`src/rtl/mem_arb_pkg.sv`:
```
// Shared types and constants for the icache/dcache memory-port arbiter.
package mem_arb_pkg;

  localparam int unsigned XLEN                 = 32;
  localparam int unsigned STARVE_LIMIT_DEFAULT = 4;

  typedef enum logic [1:0] {
    StIdle = 2'd0,
    StGntI = 2'd1,
    StGntD = 2'd2
  } arb_state_e;

endpackage

```
`src/rtl/mem_arbiter.sv`:
```
// Arbitrates one unified memory port between instruction fetch and load/store traffic.
// Data side wins ties; a bounded streak counter guarantees fetch forward progress.
module mem_arbiter
  import mem_arb_pkg::*;
#(
  parameter int unsigned STARVE_LIMIT = STARVE_LIMIT_DEFAULT
) (
  input  logic            clock,
  input  logic            reset,
  input  logic            icache_en,
  input  logic [XLEN-1:0] icache_addr,
  output logic [XLEN-1:0] icache_data,
  output logic            icache_rdy,
  input  logic            dcache_en,
  input  logic            dcache_wr,
  input  logic [XLEN-1:0] dcache_addr,
  input  logic [XLEN-1:0] dcache_wdata,
  output logic [XLEN-1:0] dcache_rdata,
  output logic            dcache_rdy,
  output logic            mem_en,
  output logic            mem_wr,
  output logic [XLEN-1:0] mem_addr,
  output logic [XLEN-1:0] mem_wdata,
  input  logic [XLEN-1:0] mem_rdata,
  input  logic            mem_rdy
);

  localparam logic [3:0] StreakMax = 4'(STARVE_LIMIT);

  arb_state_e      state_q;
  logic [3:0]      dstreak_q, dstreak_d;
  logic            icache_rdy_q, dcache_rdy_q;
  logic [XLEN-1:0] icache_data_q, dcache_rdata_q;
  logic            mem_en_q, mem_wr_q;
  logic [XLEN-1:0] mem_addr_q, mem_wdata_q;

  logic icache_live, dcache_live;
  logic grant_i, grant_d;

  // A requester still holding en during its own completion cycle must not re-win.
  assign icache_live = icache_en & ~icache_rdy_q;
  assign dcache_live = dcache_en & ~dcache_rdy_q;

  always_comb begin
    grant_i   = 1'b0;
    grant_d   = 1'b0;
    dstreak_d = dstreak_q;
    if (state_q == StIdle) begin
      if (dcache_live && !(icache_live && (dstreak_q == StreakMax))) begin
        grant_d = 1'b1;
      end else if (icache_live) begin
        grant_i = 1'b1;
      end
    end
    if (grant_i) begin
      dstreak_d = 4'd0;
    end else if (grant_d && icache_live && (dstreak_q != StreakMax)) begin
      dstreak_d = dstreak_q + 4'd1;
    end
  end

  always_ff @(posedge clock or posedge reset) begin
    if (reset) begin
      state_q        <= StIdle;
      dstreak_q      <= 4'd0;
      icache_rdy_q   <= 1'b0;
      dcache_rdy_q   <= 1'b0;
      icache_data_q  <= '0;
      dcache_rdata_q <= '0;
      mem_en_q       <= 1'b0;
      mem_wr_q       <= 1'b0;
      mem_addr_q     <= '0;
      mem_wdata_q    <= '0;
    end else begin
      icache_rdy_q <= 1'b0;
      dcache_rdy_q <= 1'b0;
      dstreak_q    <= dstreak_d;
      unique case (state_q)
        StIdle: begin
          if (grant_d) begin
            state_q     <= StGntD;
            mem_en_q    <= 1'b1;
            mem_wr_q    <= dcache_wr;
            mem_addr_q  <= dcache_addr;
            mem_wdata_q <= dcache_wdata;
          end else if (grant_i) begin
            state_q     <= StGntI;
            mem_en_q    <= 1'b1;
            mem_wr_q    <= 1'b0;
            mem_addr_q  <= icache_addr;
            mem_wdata_q <= '0;
          end
        end
        StGntI: begin
          if (mem_rdy) begin
            state_q       <= StIdle;
            mem_en_q      <= 1'b0;
            icache_rdy_q  <= 1'b1;
            icache_data_q <= mem_rdata;
          end
        end
        StGntD: begin
          if (mem_rdy) begin
            state_q      <= StIdle;
            mem_en_q     <= 1'b0;
            dcache_rdy_q <= 1'b1;
            // Stores leave the last load result visible.
            if (!mem_wr_q) begin
              dcache_rdata_q <= mem_rdata;
            end
          end
        end
        default: begin
          state_q  <= StIdle;
          mem_en_q <= 1'b0;
        end
      endcase
    end
  end

  assign icache_data  = icache_data_q;
  assign icache_rdy   = icache_rdy_q;
  assign dcache_rdata = dcache_rdata_q;
  assign dcache_rdy   = dcache_rdy_q;
  assign mem_en       = mem_en_q;
  assign mem_wr       = mem_wr_q;
  assign mem_addr     = mem_addr_q;
  assign mem_wdata    = mem_wdata_q;

endmodule

```
`config.mk`:
```
export PLATFORM = sky130hd
export DESIGN_NAME = mem_arbiter
export DESIGN_NICKNAME = d
export VERILOG_FILES = /design/src/rtl/mem_arb_pkg.sv /design/src/rtl/mem_arbiter.sv
export SDC_FILE = /design/constraint.sdc
export NUM_CORES = 1
export LEC_CHECK = 0
export CAP_MARGIN = 20
export CORE_ASPECT_RATIO = 0.8
export CORE_UTILIZATION = 42
export CTS_CLUSTER_SIZE = 40
export DETAILED_ROUTE_END_ITERATION = 16
export HOLD_SLACK_MARGIN = 0.12
export PLACE_DENSITY = 0.87
export SYNTH_ARGS = -nofsm -noshare
export SYNTH_HDL_FRONTEND = slang
export SYNTH_SLANG_ARGS = --single-unit
```
`constraint.sdc`:
```
create_clock -name clock -period 5.6 [get_ports clock]
set_clock_uncertainty 0.05 [all_clocks]
set_input_delay 0.56 -clock clock [delete_from_list [all_inputs] [get_ports clock]]
set_output_delay 0.56 -clock clock [all_outputs]
set_load 0.03 [all_outputs]
```
==> results summary, run 1 <==
The count of endpoints failing hold in the final timing report came out at 0. Once the floorplan was initialized, standard cells occupied 43.2% of the core. The number of iterations in the first detailed-routing pass came out at 5.

The power density over cell area came out at 679 mW/mm^2. The achievable frequency came out at 415 MHz. In this run the worst hold path is classified as flop to flop.

The maximum level of the CTS H-tree is 4. The largest stage delay on the critical path is 0.71 ns. The slack of the worst reg-to-reg path is 3.19 ns.

The hold-critical path endpoint is dcache_rdata[17]. TritonCTS built the clock tree. The main flop type after synthesis is sky130_fd_sc_hd__dfrtp_1. The worst register-to-register path ends at mem_wdata[29]. The clock latency reported for the late side of the worst-skew pair came out at 0.41 ns. After detailed routing, the total wire length is 16600 um. The via count of the first global-routing pass is 5067. Measured along the y axis, the die boundary spans 108 um. Global routing finished with a remaining overflow of 0.

The layout-stage area growth over the synthesis result is 56.6%. Synthesis produced a netlist whose cell count is 444. The utilization of the core after routing is 67.7%. Counting instances, the worst hold path has a depth of 1. The detailed router placed 4737 vias in this run. The initial antenna violation count came out at 0. Once detail routing completed, the nets flagged for antenna violations numbered 0. The leakage power summed over all cells came out at 3.94 nW. The number of buffers added by the clock tree synthesis step is 17. Dividing the detail-routed wire length by the instance count gives 18.5 um. The number of placement rows came out at 38. The max-cap violation count is 0. The required time of the critical path came out at 5.89 ns.

During I/O placement, the number of pins put on the boundary was 266. In this run the critical register-to-register path is launched from state_q[1]. The startpoint-to-endpoint class of the critical path is flop to flop.

The run finished with clean final reports. The count of clock tree sinks is 138. The worst path uses 43.0% of the clock period. The mean number of vias per cell is 5.29. After detailed routing, the number of remaining DRC violations is 0. The library cell used most frequently in the layout, excluding fill and tap cells, is sky130_fd_sc_hd__clkdlybuf4s50_1.

The die covers 0.0145 sq mm. The portion of the post-synthesis area used by sequential elements is 58.6%. The total cell area at the placement stage is 0.00859 sq mm. The clock-pin slew on the worst setup and hold paths came out at 0.06 ns.

The total core area is 0.0136 sq mm. The number of nets in the layout is 842. The path depth of the worst reg2reg path is 5. Setup repair after global routing left no endpoint under its margin.

The largest fanout of any net on the critical path is 34. Buffers placed on the I/O ports in this run total 265. The final weighted congestion of routability-driven global placement is 0.795. The signal on the critical path passes through inv_1 > ha_1 > inv_2 > nor2_4 > a22o_1. IR analysis of the VDD net gives a maximum drop of 0.000455 V.

The post-synthesis instance area is 0.00590 sq mm. The top cell types in the final layout, fill and taps aside, are sky130_fd_sc_hd__clkdlybuf4s50_1, sky130_fd_sc_hd__dfrtp_1, sky130_fd_sc_hd__nor2_1. The overall routing resource usage came out at 23.2%. STA classifies the critical path endpoint as a flop.

Counting the fill cells in the layout gives 926. The sum of negative setup slack is 0 ns. The tree is rooted in a sky130_fd_sc_hd__clkbuf_16. The number of enable-type register cells in the synthesized netlist is 0.

The fraction of layout instances using a drive strength above 1 is 12.7%. A synthesized cell averages 13.3 sq um. The startpoint type of the worst setup path is a flop. The number of setup violations in the final report came out at 0. The arrival time at the worst endpoint is 2.70 ns. 0 antenna diodes ended up in the layout. The synthesis warning total is 0. The number of gates given a new drive strength after cts came out at 0. The horizontal die dimension came out at 134 um.

No sink is reached through more buffers than the 2 on the longest clock path. The synthesized netlist contains 34 unique library cells. The number of buffers inserted for hold repair after clock tree synthesis is 0. The async set-or-reset flop fraction in the synthesized netlist is 100%. The maximum number of pins on one net before global-route repair is 82.

The critical-path cell with the highest stage delay is sky130_fd_sc_hd__nor2_4. The max-slew headroom at the worst pin came out at 36.6%. The slew of the pin with the lowest slew margin is 0.951 ns. The wire length of the first global-routing pass is 25600 um.

The HPWL after detailed placement came out at 11300 um. The max-slew violation count came out at 0. The number of setup buffers added after CTS is 0. The launch instance of the worst min-delay path is dcache_rdata[17]. The net count of the mapped netlist came out at 583. For the finished layout, the period the worst path requires is 2.41 ns. The number of storage elements in the synthesis netlist came out at 138. After routing the design area is 0.00924 sq mm.

The initial detailed-routing violation count came out at 180.
==> cell usage after synthesis (2+ instances only) <==
cell type / number / area, sq um
sky130_fd_sc_hd__nand2_1: 7 / 26.3
sky130_fd_sc_hd__a21oi_1: 4 / 20.0
sky130_fd_sc_hd__ha_1: 5 / 62.6
sky130_fd_sc_hd__o22a_1: 32 / 280
sky130_fd_sc_hd__nand2b_1: 4 / 25.0
sky130_fd_sc_hd__nor2_1: 64 / 240
sky130_fd_sc_hd__buf_2: 14 / 70.1
sky130_fd_sc_hd__a2bb2oi_1: 31 / 272
sky130_fd_sc_hd__and2b_1: 2 / 15.0
sky130_fd_sc_hd__mux2_1: 20 / 225
sky130_fd_sc_hd__dfrtp_1: 138 / 3450
sky130_fd_sc_hd__mux2_2: 36 / 405
sky130_fd_sc_hd__nand3_1: 2 / 10.0
sky130_fd_sc_hd__o32ai_1: 2 / 17.5
sky130_fd_sc_hd__nand3b_4: 2 / 40.0
sky130_fd_sc_hd__o21ai_1: 2 / 10.0
sky130_fd_sc_hd__mux2_4: 8 / 120
sky130_fd_sc_hd__buf_4: 5 / 37.5
sky130_fd_sc_hd__o21ai_0: 3 / 15.0
sky130_fd_sc_hd__buf_6: 11 / 124
sky130_fd_sc_hd__a22o_1: 34 / 298
sky130_fd_sc_hd__inv_1: 6 / 22.5
==> flip-flops by register name, summed over array words and instances (netlist names) <==
signal	count
icache_data	32
mem_wdata	32
dcache_rdata	32
mem_en	1
mem_addr	32
dstreak_q	4
icache_rdy	1
mem_wr	1
state_q	2
dcache_rdy	1
==> cells by family after synthesis <==
| kind of cell | synth area share, % |
|---|---|
| AOI/OAI and AO/OA | 16.6 |
| adders and majority gates | 1.06 |
| buffers and inverters | 4.37 |
| DFF | 58.6 |
| muxes | 12.7 |
| and+or+nand+nor | 6.69 |
==> critical path: cells and delay by family, from the launching register on <==
family	cells	cell delay [ns]
simple gates	1	0.71
buf+inv	2	0.48
fa+ha+maj	1	0.41
flops	1	0.40
compound gates	1	0.28
==> worst max path at each step <==
stage,from,to,slack (ns),depth (start not counted)
6_report,state_q[1],mem_wdata[29],3.19,5
5_1_grt,state_q[1],mem_wdata[29],3.02,5
4_1_cts,state_q[1],mem_wdata[29],3.21,5
3_5_place_dp,dcache_en,mem_addr[7],2.92,5
3_3_place_gp,icache_en,mem_wdata[25],2.96,4
2_1_floorplan,reset,dcache_rdata[0],1.29,1
==> report_power, final <==
part	internal (mW)	leakage, nW	switching [mW]
clock	0.760	0.312	0.429
combinational	1.49	1.98	1.80
sequential	1.49	1.65	0.295
==> final cells by class <==
| class | count | area (sq um) | share of cell area [%] |
|---|---|---|---|
| sequential | 138 | 3450 | 37.4 |
| timing repair buffer | 270 | 2710 | 29.3 |
| multi-input combinational | 269 | 2190 | 23.7 |
| tap | 180 | 225 | 2.44 |
| clock buffer | 18 | 439 | 4.76 |
| inverter | 7 | 31.3 | 0.339 |
| clock inverter | 14 | 194 | 2.10 |
==> per-stage QoR <==
stage	setup WS (ns)	power (mW)	instances	hold WS [ns]
6_report	3.19	6.27	896	0.439
3_5_place_dp	2.92	5.07	863	0.431
2_1_floorplan	1.29	3.79	444	0.448
5_1_grt	3.02	6.58	896	0.462
3_3_place_gp	2.96	4.95	862	0.424
4_1_cts	3.21	6.31	895	0.446
==> per-layer routing <==
| metal | track usage (%) | wire (um) | up-vias |
|---|---|---|---|
| met3 | 9.99 | 1600 | 17 |
| li1 | - | - | 2146 |
| met2 | 40.9 | 8340 | 207 |
| met5 | 0 | 0 | - |
| met4 | 7.87 | 240 | 0 |
| met1 | 25.1 | 6420 | 2367 |
Power figures use the tool's default switching activity.
==> run 2: changes to the inputs <==
CORE_UTILIZATION = 38   (was 42)
PLACE_DENSITY = 0.83   (was 0.87)
clock period = 2.2 ns   (was 5.6 ns; I/O delays follow)
==> results summary, run 2 (synthesis gave the netlist of run 1 again) <==
The sum of negative setup slack is 0 ns (unchanged). The sum of routed wire length over all layers came out at 16700 um (was 16600 um). The effective utilization at floorplan is 39.1% (was 43.2%). The full die area is 0.0160 sq mm (was 0.0145 sq mm). The max-cap violation count is 0 (unchanged).

The leakage power summed over all cells is 3.98 nW (was 3.94 nW). The worst voltage drop across the vdd grid is 0.00103 V (was 0.000455 V). The number of setup violations in the final report is 0 (unchanged). The clock latency reported for the late side of the worst-skew pair came out at 0.41 ns (about the same). The leading cell type in the layout, fill and taps excluded is sky130_fd_sc_hd__clkdlybuf4s50_1 (unchanged).

The count of clock tree sinks is 138 (unchanged). The total core area is 0.0151 sq mm (was 0.0136 sq mm). The fraction of layout instances using a drive strength above 1 came out at 13.6% (was 12.7%). The number of buffers inserted for hold repair after clock tree synthesis is 0 (unchanged).

The layout-stage area growth over the synthesis result is 58.8% (was 56.6%). The number of antenna repair diodes is 0 (unchanged). The initial detailed-routing violation count came out at 182 (was 180).

The number of placement rows came out at 40 (was 38). RSZ-0062 raised after global routing: false (unchanged). The maximum level of the CTS H-tree came to 4 (unchanged). The arrival time at the worst endpoint came out at 2.27 ns (was 2.70 ns).

The via count of the first global-routing pass is 5152 (was 5067). The number of nets in the layout came to 849 (was 842). The cell at the root of the clock tree is sky130_fd_sc_hd__clkbuf_16 (unchanged). The vias after detailed routing came to 4701 (was 4737).

Outcome: complete, no violations (unchanged). The max-slew headroom at the worst pin is 50.1% (was 36.6%). The horizontal die dimension came out at 141 um (was 134 um). The power density over cell area is 1700 mW/mm^2 (was 679 mW/mm^2).

The buffer depth of the longest clock path came out at 2 (unchanged). The mean number of vias per cell came out at 5.04 (was 5.29). The maximum number of pins on one net before global-route repair came out at 75 (was 82). The count of buffers from port buffering came to 265 (unchanged). The top-level I/O count is 266 (unchanged). The share of the clock period used by the worst path after layout was 89.7% (was 43.0%). The detailed-route DRC error count was 0 (unchanged). The total cell area at the placement stage came out at 0.00873 sq mm (was 0.00859 sq mm). The die height was 113 um (was 108 um). The number of nets with antenna violations after detailed routing came to 0 (unchanged).

The initial antenna violation count is 0 (unchanged). The clock-pin slew on the worst setup and hold paths is 0.06 ns (about the same). The startpoint-to-endpoint class of the critical path is flop to flop (unchanged).

The remaining global-route overflow was 0 (unchanged). The classification of the worst-slack hold path is input pin to async pin (was flop to flop). Commonest non-fill, non-tap cells in the layout: sky130_fd_sc_hd__clkdlybuf4s50_1, sky130_fd_sc_hd__dfrtp_1, sky130_fd_sc_hd__nor2_1 (unchanged). The startpoint type of the worst setup path is a flop (unchanged). The post-route cell area came to 0.00936 sq mm (was 0.00924 sq mm). The required time of the critical path was 2.50 ns (was 5.89 ns). The number of iterations in the first detailed-routing pass came out at 5 (unchanged). The largest fanout of any net on the critical path came to 33 (was 34). The overall routing resource usage came to 21.3% (was 23.2%). The time the worst path needs with I/O delays and setup is 1.97 ns (was 2.41 ns). The max-slew violation count is 0 (unchanged). The mean routed wirelength per cell is 17.9 um (was 18.5 um). The clock tree from TritonCTS is built (unchanged). The count of endpoints failing hold in the final timing report was 0 (unchanged). The number of buffers added by the clock tree synthesis step came out at 17 (unchanged).

The final weighted congestion of routability-driven global placement was 0.782 (was 0.795). The slew of the pin with the lowest slew margin is 0.746 ns (was 0.951 ns). The wire length of the first global-routing pass is 26000 um (was 25600 um). The critical path endpoint category was a flop (unchanged). The achievable frequency came out at 506 MHz (was 415 MHz).

The HPWL after detailed placement came out at 11600 um (was 11300 um).
## run 2: layout make-up
class	instances	area, sq um
clock inverter	13	168
fill	1140	5700
sequential	138	3450
inverter	7	30.0
multi-input combinational	270	2210
tap	210	263
timing repair buffer	276	2800
clock buffer	18	439
## run 2: path summary, 6_finish.rpt
| check | from | endpoint | slack [ns] | cells past startpoint |
|---|---|---|---|---|
| setup reg to reg | state_q[1] | mem_wdata[11] | 0.23 | 5 |
| setup / recovery | state_q[1] | mem_wdata[11] | 0.23 | 5 |
| hold / removal | reset | dcache_rdata[3] | 0.22 | 3 |
| hold reg to reg | dcache_rdata[20] | dcache_rdata[20] | 0.44 | 1 |
| min in group clock | dcache_wdata[17] | mem_wdata[17] | 0.36 | 2 |
| max in group asynchronous | reset | mem_wdata[5] | 1.53 | 3 |
## run 2: worst max-delay path: stages, from the launching register on
cell	delay [ns]
sky130_fd_sc_hd__dfrtp_1	0.40
sky130_fd_sc_hd__inv_1	0.11
sky130_fd_sc_hd__ha_2	0.36
sky130_fd_sc_hd__inv_2	0.10
sky130_fd_sc_hd__nor2_4	0.60
sky130_fd_sc_hd__a22o_1	0.27
## run 2: where the power goes
group	internal, mW	switching [mW]
sequential	3.80	0.742
combinational	3.88	4.59
clock	1.81	1.09
total	9.50	6.42
## run 2: repair_timing
action	in CTS	in global routing
endpoints found under the setup margin	0	25
setup buffers	0	0
resized for setup	0	2
## run 2: stage by stage
| step | power [mW] | hold slack [ns] | setup slack [ns] | cells | utilization [%] |
|---|---|---|---|---|---|
| after CTS | 16.0 | 0.231 | 0.0795 | 931 | 62.0 |
| final | 15.9 | 0.220 | 0.226 | 932 | 62.1 |
| after global routing | 16.7 | 0.262 | 0.101 | 932 | 62.1 |
| after detailed placement | 13.0 | 0.430 | 0.0954 | 900 | 58.0 |
| after floorplan | 9.65 | 0.302 | 0.209 | 444 | - |
| after global placement | 12.7 | 0.424 | 0.223 | 900 | 58.0 |
## run 2: metal layers
layer  vias up  track usage (%)  part of all wire [%]
met3        27             9.15                   9.9
met1      2297             22.2                    37
met2       218             37.8                    51
met4         0             8.48                   2.0
met5         -                0                     0
li1       2159                -                     -
